**src/rtl/ahb_pkg.sv**
```systemverilog
// Shared AHB-Lite encodings, the request-slot layout and the legality check
// used by the single-transfer manager.
package ahb_pkg;

    localparam logic [1:0] HTRANS_IDLE   = 2'b00;
    localparam logic [1:0] HTRANS_BUSY   = 2'b01;
    localparam logic [1:0] HTRANS_NONSEQ = 2'b10;
    localparam logic [1:0] HTRANS_SEQ    = 2'b11;

    localparam logic [2:0] HSIZE_BYTE = 3'd0;
    localparam logic [2:0] HSIZE_HALF = 3'd1;
    localparam logic [2:0] HSIZE_WORD = 3'd2;

    localparam logic [2:0] HBURST_SINGLE = 3'd0;

    localparam logic HRESP_OKAY  = 1'b0;
    localparam logic HRESP_ERROR = 1'b1;

    typedef struct packed {
        logic [31:0] addr;
        logic [31:0] wdata;
        logic        write;
        logic [2:0]  size;
    } req_t;

    localparam int REQ_W = $bits(req_t);

    // ST_ERR: between the two ERROR cycles; ST_FLUSH: draining queued requests as errors.
    typedef enum logic [1:0] {
        ST_RUN   = 2'd0,
        ST_ERR   = 2'd1,
        ST_FLUSH = 2'd2
    } err_state_e;

    function automatic logic req_illegal(input logic [31:0] addr, input logic [2:0] size);
        logic bad;
        bad = 1'b1;
        case (size)
            HSIZE_BYTE: bad = 1'b0;
            HSIZE_HALF: bad = addr[0];
            HSIZE_WORD: bad = (addr[1:0] != 2'b00);
            default:    bad = 1'b1;
        endcase
        return bad;
    endfunction

endpackage

```
**src/rtl/sync_fifo.sv**
```systemverilog
// Single-clock FIFO with pop-before-push: a full FIFO may accept a push in the
// same cycle it is popped.
module sync_fifo #(
    parameter int DEPTH = 4,
    parameter int WIDTH = 8
) (
    input  logic             clk,
    input  logic             reset_n,
    input  logic             push,
    input  logic             pop,
    input  logic [WIDTH-1:0] wdata,
    output logic [WIDTH-1:0] rdata,
    output logic             full,
    output logic             empty
);

    localparam int AW = (DEPTH > 1) ? $clog2(DEPTH) : 1;
    localparam logic [AW:0] FULL_CNT = (AW+1)'(DEPTH);

    logic [WIDTH-1:0] mem_q [DEPTH];
    logic [AW-1:0]    wr_ptr_q, wr_ptr_d;
    logic [AW-1:0]    rd_ptr_q, rd_ptr_d;
    logic [AW:0]      count_q, count_d;
    logic             do_push, do_pop;

    always_comb begin
        do_pop   = pop && (count_q != '0);
        do_push  = push && ((count_q != FULL_CNT) || do_pop);
        wr_ptr_d = do_push ? wr_ptr_q + AW'(1) : wr_ptr_q;
        rd_ptr_d = do_pop ? rd_ptr_q + AW'(1) : rd_ptr_q;
        count_d  = count_q + {{AW{1'b0}}, do_push} - {{AW{1'b0}}, do_pop};
    end

    always_ff @(posedge clk or negedge reset_n) begin
        if (!reset_n) begin
            wr_ptr_q <= '0;
            rd_ptr_q <= '0;
            count_q  <= '0;
        end else begin
            wr_ptr_q <= wr_ptr_d;
            rd_ptr_q <= rd_ptr_d;
            count_q  <= count_d;
        end
    end

    always_ff @(posedge clk) begin
        if (do_push) begin
            mem_q[wr_ptr_q] <= wdata;
        end
    end

    assign rdata = mem_q[rd_ptr_q];
    assign full  = (count_q == FULL_CNT);
    assign empty = (count_q == '0);

endmodule

```
**src/rtl/ahb_single_master.sv**
```systemverilog
// AHB-Lite manager issuing single transfers from a request FIFO through an
// address slot (A) and a data slot (D), with two-cycle ERROR handling.
module ahb_single_master
    import ahb_pkg::*;
#(
    parameter int FIFO_DEPTH     = 4,
    parameter bit FLUSH_ON_ERROR = 1'b0
) (
    input  logic        clk,
    input  logic        reset_n,
    input  logic        ce,
    input  logic        req_valid,
    output logic        req_ready,
    input  logic [31:0] req_addr,
    input  logic [31:0] req_wdata,
    input  logic        req_write,
    input  logic [2:0]  req_size,
    output logic        rsp_valid,
    output logic [31:0] rsp_rdata,
    output logic        rsp_error,
    output logic        busy,
    output logic [7:0]  err_count,
    output logic [31:0] haddr_m,
    output logic [2:0]  hburst_m,
    output logic [2:0]  hsize_m,
    output logic [1:0]  htrans_m,
    output logic [31:0] hwdata_m,
    output logic        hwrite_m,
    input  logic [31:0] hrdata_m,
    input  logic        hready_m,
    input  logic        hresp_m,
    output err_state_e  dbg_state
);

    // Handshake: a request transfers on a rising clk edge where req_valid && req_ready;
    // rsp_valid is a single-cycle pulse with no backpressure.

    localparam req_t REQ_RESET = '{addr: 32'h0, wdata: 32'h0, write: 1'b0, size: HSIZE_WORD};

    err_state_e state_q, state_d;
    logic       a_valid_q, a_valid_d, a_bad_q, a_bad_d;
    logic       d_valid_q, d_valid_d, d_bad_q, d_bad_d;
    req_t       a_req_q, a_req_d, d_req_q, d_req_d;
    logic       rsp_valid_q, rsp_valid_d, rsp_error_q, rsp_error_d;
    logic [31:0] rsp_rdata_q, rsp_rdata_d;
    logic [7:0] err_count_q, err_count_d;

    logic             fifo_push, fifo_pop, fifo_full, fifo_empty;
    logic [REQ_W-1:0] fifo_rdata;
    req_t             fifo_head, in_req;
    logic             bypass;

    assign in_req    = '{addr: req_addr, wdata: req_wdata, write: req_write, size: req_size};
    assign fifo_head = fifo_rdata;

    sync_fifo #(
        .DEPTH (FIFO_DEPTH),
        .WIDTH (REQ_W)
    ) u_fifo (
        .clk     (clk),
        .reset_n (reset_n),
        .push    (fifo_push),
        .pop     (fifo_pop),
        .wdata   (in_req),
        .rdata   (fifo_rdata),
        .full    (fifo_full),
        .empty   (fifo_empty)
    );

    always_comb begin
        state_d     = state_q;
        a_valid_d   = a_valid_q;
        a_bad_d     = a_bad_q;
        a_req_d     = a_req_q;
        d_valid_d   = d_valid_q;
        d_bad_d     = d_bad_q;
        d_req_d     = d_req_q;
        rsp_valid_d = 1'b0;
        rsp_error_d = 1'b0;
        rsp_rdata_d = '0;
        fifo_pop    = 1'b0;
        fifo_push   = 1'b0;
        req_ready   = 1'b0;
        bypass      = 1'b0;

        case (state_q)
            ST_RUN: begin
                // When full, the head leaves exactly when a new address phase launches.
                req_ready = !fifo_full || (hready_m && ce);
                if (hready_m) begin
                    if (d_valid_q) begin
                        rsp_valid_d = 1'b1;
                        rsp_error_d = d_bad_q || (hresp_m == HRESP_ERROR);
                        rsp_rdata_d = (!d_req_q.write && !rsp_error_d) ? hrdata_m : 32'h0;
                    end
                    d_valid_d = a_valid_q;
                    d_bad_d   = a_bad_q;
                    if (a_valid_q) begin
                        d_req_d = a_req_q;
                    end
                    a_valid_d = 1'b0;
                    if (ce) begin
                        if (!fifo_empty) begin
                            fifo_pop  = 1'b1;
                            a_valid_d = 1'b1;
                            a_req_d   = fifo_head;
                            a_bad_d   = req_illegal(fifo_head.addr, fifo_head.size);
                        end else if (req_valid) begin
                            // Empty FIFO: the new request goes straight to the address slot.
                            bypass    = 1'b1;
                            a_valid_d = 1'b1;
                            a_req_d   = in_req;
                            a_bad_d   = req_illegal(req_addr, req_size);
                        end
                    end
                end else if (d_valid_q && !d_bad_q && (hresp_m == HRESP_ERROR)) begin
                    state_d = ST_ERR;
                end
                fifo_push = req_valid && req_ready && !bypass;
            end

            ST_ERR: begin
                req_ready = !fifo_full;
                fifo_push = req_valid && req_ready;
                if (hready_m) begin
                    if (d_valid_q) begin
                        rsp_valid_d = 1'b1;
                        rsp_error_d = 1'b1;
                    end
                    d_valid_d = 1'b0;
                    state_d   = FLUSH_ON_ERROR ? ST_FLUSH : ST_RUN;
                end
            end

            ST_FLUSH: begin
                if (a_valid_q) begin
                    rsp_valid_d = 1'b1;
                    rsp_error_d = 1'b1;
                    a_valid_d   = 1'b0;
                end else if (!fifo_empty) begin
                    fifo_pop    = 1'b1;
                    rsp_valid_d = 1'b1;
                    rsp_error_d = 1'b1;
                end else begin
                    state_d = ST_RUN;
                end
            end

            default: state_d = ST_RUN;
        endcase

        err_count_d = err_count_q;
        if (rsp_valid_d && rsp_error_d && (err_count_q != 8'hFF)) begin
            err_count_d = err_count_q + 8'd1;
        end
    end

    always_ff @(posedge clk or negedge reset_n) begin
        if (!reset_n) begin
            state_q     <= ST_RUN;
            a_valid_q   <= 1'b0;
            a_bad_q     <= 1'b0;
            a_req_q     <= REQ_RESET;
            d_valid_q   <= 1'b0;
            d_bad_q     <= 1'b0;
            d_req_q     <= '0;
            rsp_valid_q <= 1'b0;
            rsp_error_q <= 1'b0;
            rsp_rdata_q <= '0;
            err_count_q <= '0;
        end else begin
            state_q     <= state_d;
            a_valid_q   <= a_valid_d;
            a_bad_q     <= a_bad_d;
            a_req_q     <= a_req_d;
            d_valid_q   <= d_valid_d;
            d_bad_q     <= d_bad_d;
            d_req_q     <= d_req_d;
            rsp_valid_q <= rsp_valid_d;
            rsp_error_q <= rsp_error_d;
            rsp_rdata_q <= rsp_rdata_d;
            err_count_q <= err_count_d;
        end
    end

    // Illegal entries ride the slots for timing but are never shown as NONSEQ.
    assign htrans_m  = (state_q == ST_RUN && a_valid_q && !a_bad_q) ? HTRANS_NONSEQ : HTRANS_IDLE;
    assign haddr_m   = a_req_q.addr;
    assign hsize_m   = a_req_q.size;
    assign hwrite_m  = a_req_q.write;
    assign hburst_m  = HBURST_SINGLE;
    assign hwdata_m  = d_req_q.wdata;
    assign rsp_valid = rsp_valid_q;
    assign rsp_error = rsp_error_q;
    assign rsp_rdata = rsp_rdata_q;
    assign err_count = err_count_q;
    assign busy      = a_valid_q || d_valid_q || !fifo_empty || (state_q != ST_RUN);
    assign dbg_state = state_q;

endmodule

```
**config.mk**
```make
export PLATFORM = sky130hd
export DESIGN_NAME = ahb_single_master
export DESIGN_NICKNAME = d
export VERILOG_FILES = /design/src/rtl/ahb_pkg.sv /design/src/rtl/sync_fifo.sv /design/src/rtl/ahb_single_master.sv
export SDC_FILE = /design/constraint.sdc
export NUM_CORES = 1
export LEC_CHECK = 0
export CAP_MARGIN = 25
export CORE_UTILIZATION = 50
export CTS_BUF_LIST = sky130_fd_sc_hd__clkbuf_16
export DETAILED_ROUTE_END_ITERATION = 8
export PLACE_DENSITY = 0.76
export SYNTH_ARGS = -nofsm -noshare
export SYNTH_HDL_FRONTEND = slang
export SYNTH_HIERARCHICAL = 1
export SYNTH_SLANG_ARGS = --single-unit
```
**constraint.sdc**
```tcl
create_clock -name clk -period 3.75 [get_ports clk]
set_input_delay 0.5625 -clock clk [delete_from_list [all_inputs] [get_ports clk]]
set_output_delay 0.5625 -clock clk [all_outputs]
set_load 0.005 [all_outputs]
```
==> flow_summary.yaml <==
status:
  status: "complete, no violations"
power:
  p_leak_uw: 0.00766
  p_sw_frac: 0.268
  pwr-share-comb: 0.304
  vdd_drop_max_mv: 0.451
  power_density_nw_per_um2: 759
  total_power_uw: 15800
  power_frac_seq: 0.448
  switchingPower_uw: 4230
  intPower_uw: 11600
  power_frac_clock: 0.248
place:
  preCtsSetupSlack_ps: 708
  dp_hpwl_um: 20400
  io_buffers: 219
  numPlacedInstances: 1474
  gp_congestion: 0.743
clock_network:
  cts_tree: "yes"
  clkTransAtPathRegs_ps: 60
  h-tree-depth: 2
  cts.repair.resized: 0
  clock_latency_ps: 540
  cts-hold-fix-buffers: 0
  clock_sinks: 427
  clockBufferDepth: 3
  cts_setup_buffers: 0
  cts_made_buffers: 43
  cts-root-buf: "clkbuf_16"
global_route:
  grt_usage: 0.189
  grt_pass1_vias: 8822
  antenna_found_initial: 1
  grt_pass1_wl_um: 51300
  overflow: 0
  grt_max_degree: 83
timing:
  finalCriticalPeriod_ps: 3040
  timing.slew.headroom: 0.414
  fmax_mhz: 329
  worst_pin_slew_ps: 876
  fin_tns_setup_ps: 0
  slew_violations: 0
  setup_ws_ps: 712
  finalSetupViolations: 0
  fin_hold_ws_ps: 72.3
  period_share: 0.810
  finalHoldViolCount: 0
  finClkSkew_ps: 19.7
  rsz0062_at_grt: "false"
layout:
  area_delta_synth_final_pct: 19.7
  layout-drive-gt1-share: 0.300
  regArea_um2: 12100
  fill_cells: 2376
  nNetsFinal: 1185
  layoutNonFillerInstCount: 1554
  multi_input_area_um2: 4390
floorplan:
  die_h_um: 188
  start_util: 0.513
  die_area_um2: 35500
  rows: 67
  core_area_um2: 33900
  die_w_um: 188
  io_pins: 225
logic_synthesis:
  synth_common_cells: "edfxtp_1 (272), dfrtp_1 (154), mux2_2 (139)"
  ys_seq_area_frac: 0.693
  netlist_top_cells_area: "edfxtp_1 (47%), dfrtp_1 (22%), mux2_2 (9.0%)"
  async_flop_share: 0.363
  synthCells: 894
  syn_area_per_cell_um2: 19.4
  synth_edf_count: 272
  yosysWarnings: 6
  ys_dominant_reg_cell: "edfxtp_1"
  synth_area_um2: 17400
  ys_types: 54
  yosys.cell_count.top_type: "edfxtp_1"
  netlist.area_leader.share: 0.470
  synth-seq-cells: 427
  yosysTopAreaCell: "edfxtp_1"
flow_run:
  drv_cap: 0
critical_path:
  critical_path_class: "flip-flop to primary output"
  startpoint: "u_fifo/count_q[1]"
  r2r_start: "u_fifo/count_q[1]"
  start_kind: "flip-flop"
  critPathArrivalTime_ps: 2480
  crit_path_end: "busy"
  crit_required_ps: 3190
  rrSetupSlack_ps: 1190
  cp-end-kind: "primary output"
  reg2reg_to: "u_fifo/count_q[2]"
  critical_path.max_fanout: 5
  r2r_cells: 11
drt:
  ant_nets: 0
  num_vias: 8255
  vias_per_cell: 5.31
  routed_wl_um: 32300
  drtPass1Iterations: 4
  drtIter0Drc: 555
  wire_per_inst_um: 20.8
  drc_errors: 0
min_path:
  holdCritPathClass: "primary input to async pin"
-- metrics by stage --
step                      cell area, µm²   util
after global routing               20800  0.614
final                              20800  0.614
after global placement             19500  0.575
after floorplan                    17400      -
after detailed placement           19500  0.575
after CTS                          20800  0.613
-- cells by family (layout without fill, tap and decap cells) --
logic type      count (synthesis)  count (layout)  synth area share
buf+inv                       122             329            0.0557
other cells                     1               6          0.000216
simple gates                   66              66            0.0248
flops                         427             427             0.693
compound gates                 23              23            0.0106
xor+xnor                       10              10           0.00504
fa+ha+maj                       7               7           0.00547
mux                           238             238             0.205
-- power groups by stage --
stage                     Clock, µW  Combinational (µW)  Sequential (µW)
after detailed placement          0                4840             7170
after CTS                      4000                4870             7100
after floorplan                   0                3860             6830
after global placement            0                4800             7120
final                          3910                4800             7070
after global routing           4180                5170             7230
-- area by class of cell --
type                    count  share of cell area
inverters                  13             0.00235
flip-flops and latches    427               0.580
repair buffers            238               0.117
clock inverters            33             0.00806
clock buffers              45              0.0541
multi-input cells         349               0.211
well taps                 448              0.0270
diodes                      1            0.000120
-- worst min path at each step --
stage	start	to	slack, ps
2_1_floorplan	reset_n	a_bad_q	270
3_3_place_gp	a_req_q[26]	hwdata_m[22]	480
3_5_place_dp	haddr_m[27]	haddr_m[27]	490
4_1_cts	reset_n	hwdata_m[20]	100
5_1_grt	reset_n	hwdata_m[20]	120
6_report	reset_n	hwdata_m[20]	70
-- cells in the final DEF (no fill, tap or decap), types with 2 or more instances in the layout --
cell and count:
clkinv_1 8, dfrtp_4 2, o221ai_1 2, buf_4 11, edfxtp_1 272, and2_1 33, nand2_1 4, clkinv_2 7
clkdlybuf4s50_1 218, buf_12 7, nand3_1 2, ha_1 6, o21ai_0 4, xor2_1 3, nor2_1 4, mux4_2 68
conb_1 5, nor3_1 2, and2_4 4, inv_1 27, mux2_2 139, xnor2_1 7, a21oi_1 3, dfrtp_1 152
o21a_1 2, a31oi_1 3, and3_1 2, mux2_4 31, clkbuf_16 45
-- layer usage --
layer / GRT usage / vias to the layer above / share of wire
met4: 0.0506 / 0 / 0.020
met1: 0.260 / 4300 / 0.43
met2: 0.306 / 228 / 0.50
li1: - / 3684 / -
met3: 0.0397 / 43 / 0.053
met5: 0 / - / 0
-- critical path: stages, from the launching register on --
cell	delay, ps
dfrtp_1	490
nor3_2	260
inv_1	160
or4_1	530
clkdlybuf4s50_1	490
-- state kept, by name (all words and copies together), names as in the netlist, 2 cells and up --
signal / cells
a_req_q: 32
err_count: 8
haddr_m: 32
hsize_m: 3
hwdata_m: 32
rsp_rdata: 32
u_fifo/count_q: 3
u_fifo/mem_q: 272
u_fifo/rd_ptr_q: 2
u_fifo/wr_ptr_q: 2
(Power assumes the default switching activity.)
